$ cat src/rtl/dpll_lock_ctrl.sv
`default_nettype none
// ============================================================================
// Module   : dpll_lock_ctrl
// Purpose  : DPLL lock detector counting loop-filter corrections per window,
//            stepping IDLE -> ACQ -> SETTLE -> LOCK and choosing filter peak.
// Option   : DPLL_LOSS_STICKY_EN adds loss_clr input and loss_sticky output.
// Revision : 1.0 - initial release
// ============================================================================
module dpll_lock_ctrl #(
  parameter int unsigned WIN_LEN    = 64,
  parameter int unsigned LOCK_THR   = 2,
  parameter int unsigned LOCK_WINS  = 4,
  parameter int unsigned UNLOCK_THR = 8,
  parameter logic [3:0]  PEAK_ACQ   = 4'd9,
  parameter logic [3:0]  PEAK_TRK   = 4'd15
) (
  input  logic       clk,
  input  logic       rst_n,
  input  logic       en,
  input  logic       add,
  input  logic       sub,
`ifdef DPLL_LOSS_STICKY_EN
  input  logic       loss_clr,
  output logic       loss_sticky,
`endif
  output logic [3:0] peak,
  output logic       filt_clr,
  output logic [1:0] state,
  output logic       locked,
  output logic       loss
);

  typedef enum logic [1:0] {
    ST_IDLE   = 2'd0,
    ST_ACQ    = 2'd1,
    ST_SETTLE = 2'd2,
    ST_LOCK   = 2'd3
  } state_t;

  localparam logic [7:0] WIN_LAST     = 8'(WIN_LEN - 1);
  localparam logic [8:0] LOCK_THR_C   = 9'(LOCK_THR);
  localparam logic [8:0] UNLOCK_THR_C = 9'(UNLOCK_THR);
  localparam logic [3:0] LOCK_WINS_C  = 4'(LOCK_WINS);

  state_t     state_q, state_d;
  logic [7:0] win_cnt_q, win_cnt_d;
  logic [7:0] corr_cnt_q, corr_cnt_d;
  logic [3:0] quiet_cnt_q, quiet_cnt_d;
  logic [3:0] peak_q, peak_d;
  logic       filt_clr_q, filt_clr_d;
  logic       loss_q, loss_d;

  logic       corr;
  logic [8:0] corr_sum;
  logic [7:0] corr_tot;
  logic       win_end;
  logic       quiet;
  logic       noisy_lock;
  logic [3:0] quiet_inc;
  logic       entry;

  always_comb begin
    corr       = add | sub;
    corr_sum   = {1'b0, corr_cnt_q} + {8'd0, corr};
    // Total includes the current cycle so the window's last cycle is counted.
    corr_tot   = corr_sum[8] ? 8'hFF : corr_sum[7:0];
    win_end    = (win_cnt_q == WIN_LAST);
    quiet      = ({1'b0, corr_tot} <= LOCK_THR_C);
    noisy_lock = ({1'b0, corr_tot} > UNLOCK_THR_C);
    quiet_inc  = quiet_cnt_q + 4'd1;

    state_d     = state_q;
    quiet_cnt_d = quiet_cnt_q;
    loss_d      = 1'b0;

    case (state_q)
      ST_IDLE: begin
        state_d     = ST_ACQ;
        quiet_cnt_d = 4'd0;
      end
      ST_ACQ: begin
        if (win_end) begin
          if (!quiet) begin
            quiet_cnt_d = 4'd0;
          end else if (quiet_inc >= LOCK_WINS_C) begin
            state_d     = ST_SETTLE;
            quiet_cnt_d = 4'd0;
          end else begin
            quiet_cnt_d = quiet_inc;
          end
        end
      end
      ST_SETTLE: begin
        if (win_end) begin
          state_d = quiet ? ST_LOCK : ST_ACQ;
        end
      end
      ST_LOCK: begin
        if (win_end && noisy_lock) begin
          state_d = ST_ACQ;
          loss_d  = 1'b1;
        end
      end
      default: state_d = ST_IDLE;
    endcase

    if (!en) begin
      state_d     = ST_IDLE;
      quiet_cnt_d = 4'd0;
      loss_d      = 1'b0;
    end

    entry = (state_d != state_q);

    if ((state_d == ST_IDLE) || entry || win_end) begin
      win_cnt_d  = 8'd0;
      corr_cnt_d = 8'd0;
    end else begin
      win_cnt_d  = win_cnt_q + 8'd1;
      corr_cnt_d = corr_tot;
    end

    filt_clr_d = entry && ((state_d == ST_ACQ) || (state_d == ST_SETTLE));
    peak_d     = ((state_d == ST_SETTLE) || (state_d == ST_LOCK)) ? PEAK_TRK : PEAK_ACQ;
  end

  always_ff @(posedge clk or negedge rst_n) begin
    if (!rst_n) begin
      state_q     <= ST_IDLE;
      win_cnt_q   <= 8'd0;
      corr_cnt_q  <= 8'd0;
      quiet_cnt_q <= 4'd0;
      peak_q      <= PEAK_ACQ;
      filt_clr_q  <= 1'b0;
      loss_q      <= 1'b0;
    end else begin
      state_q     <= state_d;
      win_cnt_q   <= win_cnt_d;
      corr_cnt_q  <= corr_cnt_d;
      quiet_cnt_q <= quiet_cnt_d;
      peak_q      <= peak_d;
      filt_clr_q  <= filt_clr_d;
      loss_q      <= loss_d;
    end
  end

  assign state    = state_q;
  assign peak     = peak_q;
  assign filt_clr = filt_clr_q;
  assign loss     = loss_q;
  assign locked   = (state_q == ST_LOCK);

`ifdef DPLL_LOSS_STICKY_EN
  logic loss_sticky_q, loss_sticky_d;

  // A loss pulse seen in the same cycle as loss_clr keeps the flag set.
  always_comb begin
    loss_sticky_d = loss_q | (loss_sticky_q & ~loss_clr);
  end

  always_ff @(posedge clk or negedge rst_n) begin
    if (!rst_n) begin
      loss_sticky_q <= 1'b0;
    end else begin
      loss_sticky_q <= loss_sticky_d;
    end
  end

  assign loss_sticky = loss_sticky_q;
`endif

endmodule
`default_nettype wire
$ cat config.mk
export PLATFORM = sky130hd
export DESIGN_NAME = dpll_lock_ctrl
export DESIGN_NICKNAME = d
export VERILOG_FILES = /design/src/rtl/dpll_lock_ctrl.sv
export SDC_FILE = /design/constraint.sdc
export NUM_CORES = 1
export LEC_CHECK = 0
export ABC_AREA = 1
export CORE_AREA = 3 3 68 70
export DETAILED_ROUTE_END_ITERATION = 12
export DIE_AREA = 0 0 71 73
export SYNTH_ARGS = -nofsm -noshare
export SYNTH_HDL_FRONTEND = slang
export SYNTH_SLANG_ARGS = --single-unit
$ cat constraint.sdc
create_clock -name clk -period 3 [get_ports clk]
set_input_delay 0.3 -clock clk [delete_from_list [all_inputs] [get_ports clk]]
set_output_delay 0.3 -clock clk [all_outputs]
set_load 0.01 [all_outputs]
==> summary.md <==
| Metric | Value |
|---|---|
| Run status | finished clean |
| Crit path from | sub |
| IO buf count | 11 |
| Hold Path Class | input pin to async pin |
| Core Region | 4030 sq um |
| Hold Buf Count CTS | 0 |
| Drt via density | 4.49 |
| Clock sinks | 25 |
| Crit path DAT | 2.91 ns |
| Total track usage | a little under an eighth |
| VDD IR max | roughly 0.00014 V |
| Post-synthesis xor/xnor area fraction | around 6.1% |
| Final Hold Viols | 0 |
| Area leader, netlist | dfrtp_1 |
| Skew-Pair Late Insertion Delay | 0.27 ns |
| Die Ht | 73 microns |
| Io pins | 14 |
| P per Cell Area | 338 nW/um^2 |
| Max frequency | 369 MHz |
| DR pass1 iterations | 5 |
| Die Wd | approximately 71 microns |
| Main combinational cell family by area after synthesis | simple AND/OR/NAND/NOR gates |
| Clock Path Buffers | 2 |
| DRC | 0 |
| Ys async rst share | 100% |
| Slew headroom | 66.1% |
| CTS tree | done |
| Synthesis-stage register bit count | 25 |
| Initial Utilization | approximately two fifths |
| Adder-Cell Fraction of Synth Area | 4.71% |
| Distinct cells, synth | 32 |
| Top FF cell, synth | dfrtp_1 |
| Startpoint types | input pin |
| Syn Inst Count | 183 |
| Rows | 23 |
| Vias in the first global route | roughly 1100 |
| Leak pwr | 0.844 nW |
| Final setup violating endpoints | 0 |
| Setup TNS | 0 ns |
| Crit Path Max Fanout | 8 |
| Reg clk slew, reported paths | 0.09 ns |
| Cell Area, Synth | 1600 sq um |
| # nets final | 217 |
| Commonest non-fill, non-tap cell in the layout | nand2_1 |
| HPWL Detailed | 2.09 mm |
| Design Power | roughly 0.64 mW |
| Area contributors post-synth | dfrtp_1, nor2_4, nand2_1, inv_1, ha_1 |
| Warnings from Yosys | 0 |
| Clock Root Buffer | clkbuf_8 |
| CP required | 3.20 ns |
| Tcrit/Tclk final | 90.4% |
| Sequential fraction of the synthesis area | 39.2% |
| Initial antenna violation count | 0 |
| Largest net degree at the start of global routing | 26 |
| Worst slew pin tran | between 0.5 and 0.6 ns |
| Most frequent cells in the layout | nand2_1, inv_1, dfrtp_1 |
| EDFF count, synth | 0 |
| Final WL | 2.65 mm |
| Clock skew | just under 0.006 ns |
| Grt total ovfl | 0 |
| WL/cell | 10.4 microns |
| Via Count | approximately 1100 |
| Placer's final routability congestion estimate | 0.758 |
| RSZ-0062 raised after global routing | no |
| Crit end category | register |
| Max Cap Viol | 0 |
| Final Max Tran Viols | 0 |
| Antenna cells | 0 |
| First-pass GRT wire length | 4.74 mm |
| Multiplexer share of the synthesized area | 0% |
| Final hold slack | 0.382 ns |
| Share of cells above drive strength 1 | approximately a quarter |
| Crit Path Class | input pin to register |
| CTS buffer count | 3 |
| H-tree depth | 1 |
| Post-synthesis compound-gate area fraction | under 10% |
| Filler cells | between 300 and 400 |
| Reg-to-Reg Start | corr_cnt_q[0]$_DFF_PN0_ |
| Starting DRT DRC Count | 70 |
| Syn Area/Cell | 8.72 sq um |
| Crit path time final | 2.71 ns |
| Area grow syn2layout | 18.7% |
| Synth top area share | between 30 and 40% |
| Antenna-violating nets left | 0 |
| Synth Area in Simple Gates | 36.8% |
| Die ar. | 5180 sq um |
[cells by family (layout without fill, tap and decap cells)]
| kind of cell | after synthesis | count (layout) |
|---|---|---|
| and+or+nand+nor | 101 | 101 |
| other | 1 | 2 |
| DFF | 25 | 25 |
| buffers and inverters | 31 | 52 |
| AOI/OAI and AO/OA | 10 | 10 |
| adders and majority gates | 6 | 6 |
| xor gates and xnor gates | 9 | 9 |
[cells in the mapped netlist, types with 4 or more instances]
| master | n |
|---|---|
| buf_4 | 4 |
| dfrtp_1 | 25 |
| ha_1 | 6 |
| inv_1 | 25 |
| nand2_1 | 29 |
| nand2_2 | 6 |
| nand3_1 | 14 |
| nand4_1 | 4 |
| nor2_1 | 20 |
| nor2_2 | 4 |
| nor2_4 | 11 |
| xor2_1 | 5 |
[power by group]
part | total [mW] | switching [mW] | internal (mW)
clock | 0.201 | 0.106 | 0.0950
combinational | 0.0859 | 0.0471 | 0.0388
sequential | 0.354 | 0.00902 | 0.344
[registers in the layout (all words and copies together), names as in the netlist]
name	count
state	2
loss	1
corr_cnt_q	8
peak	1
quiet_cnt_q	4
filt_clr	1
win_cnt_q	8
[final timing paths]
check	slack (ns)	to	cells after the start
setup / recovery	0.29	corr_cnt_q[7]$_DFF_PN0_	20
hold / removal	0.38	quiet_cnt_q[2]$_DFFE_PN0P_	2
setup reg to reg	0.61	corr_cnt_q[7]$_DFF_PN0_	18
hold reg to reg	0.50	win_cnt_q[0]$_DFF_PN0_	1
max in group asynchronous	2.37	corr_cnt_q[3]$_DFF_PN0_	2
min in group clk	0.50	win_cnt_q[0]$_DFF_PN0_	1
[timing repair]
item	in CTS	in global routing
setup endpoints to repair	0	16
resized for setup	0	5
hold endpoints to repair	0	0
buffers inserted	0	0
[critical path: stages]
cell and delay (ns):
clkdlybuf4s50_1 0.39, or2_2 0.30, ha_2 0.20, ha_4 0.18
nand2_2 0.08, nor2_1 0.06, nand2_2 0.10, and2_1 0.16
nand3_1 0.09, nand2_1 0.07, nand2_1 0.05, nand2_1 0.07
nand2_1 0.06, nand3_2 0.06, nand2_2 0.05, ha_1 0.21
nor2_2 0.12, nand3_4 0.11, buf_12 0.15, nor2_1 0.09
[per-layer routing]
layer	vias up	share of wire, %	GRT usage [%]
met4	0	1.5	5.01
met5	-	0	0
li1	612	-	-
met3	4	2.2	1.52
met1	512	53	16.2
met2	17	43	17.7
[area by class of cell]
cell class	instances	area, sq um	area share [%]
Multi-Input combinational cell	128	846	44.6
Tap cell	50	62.6	3.30
Sequential cell	25	626	33.0
Clock buffer	4	45.0	2.38
Timing Repair Buffer	22	218	11.5
Inverter	26	97.6	5.15
[through the flow]
stage | util [%] | area [sq um] | instances | worst slack (ns)
3_5_place_dp | 45.4 | 1830 | 251 | -0.206
4_1_cts | 46.5 | 1870 | 255 | 0.0668
3_3_place_gp | 45.4 | 1830 | 251 | -0.180
5_1_grt | 47.0 | 1890 | 255 | 0.0392
6_report | 47.0 | 1890 | 255 | 0.289
2_1_floorplan | - | 1600 | 184 | 0.325
Power figures use the tool's default switching activity.
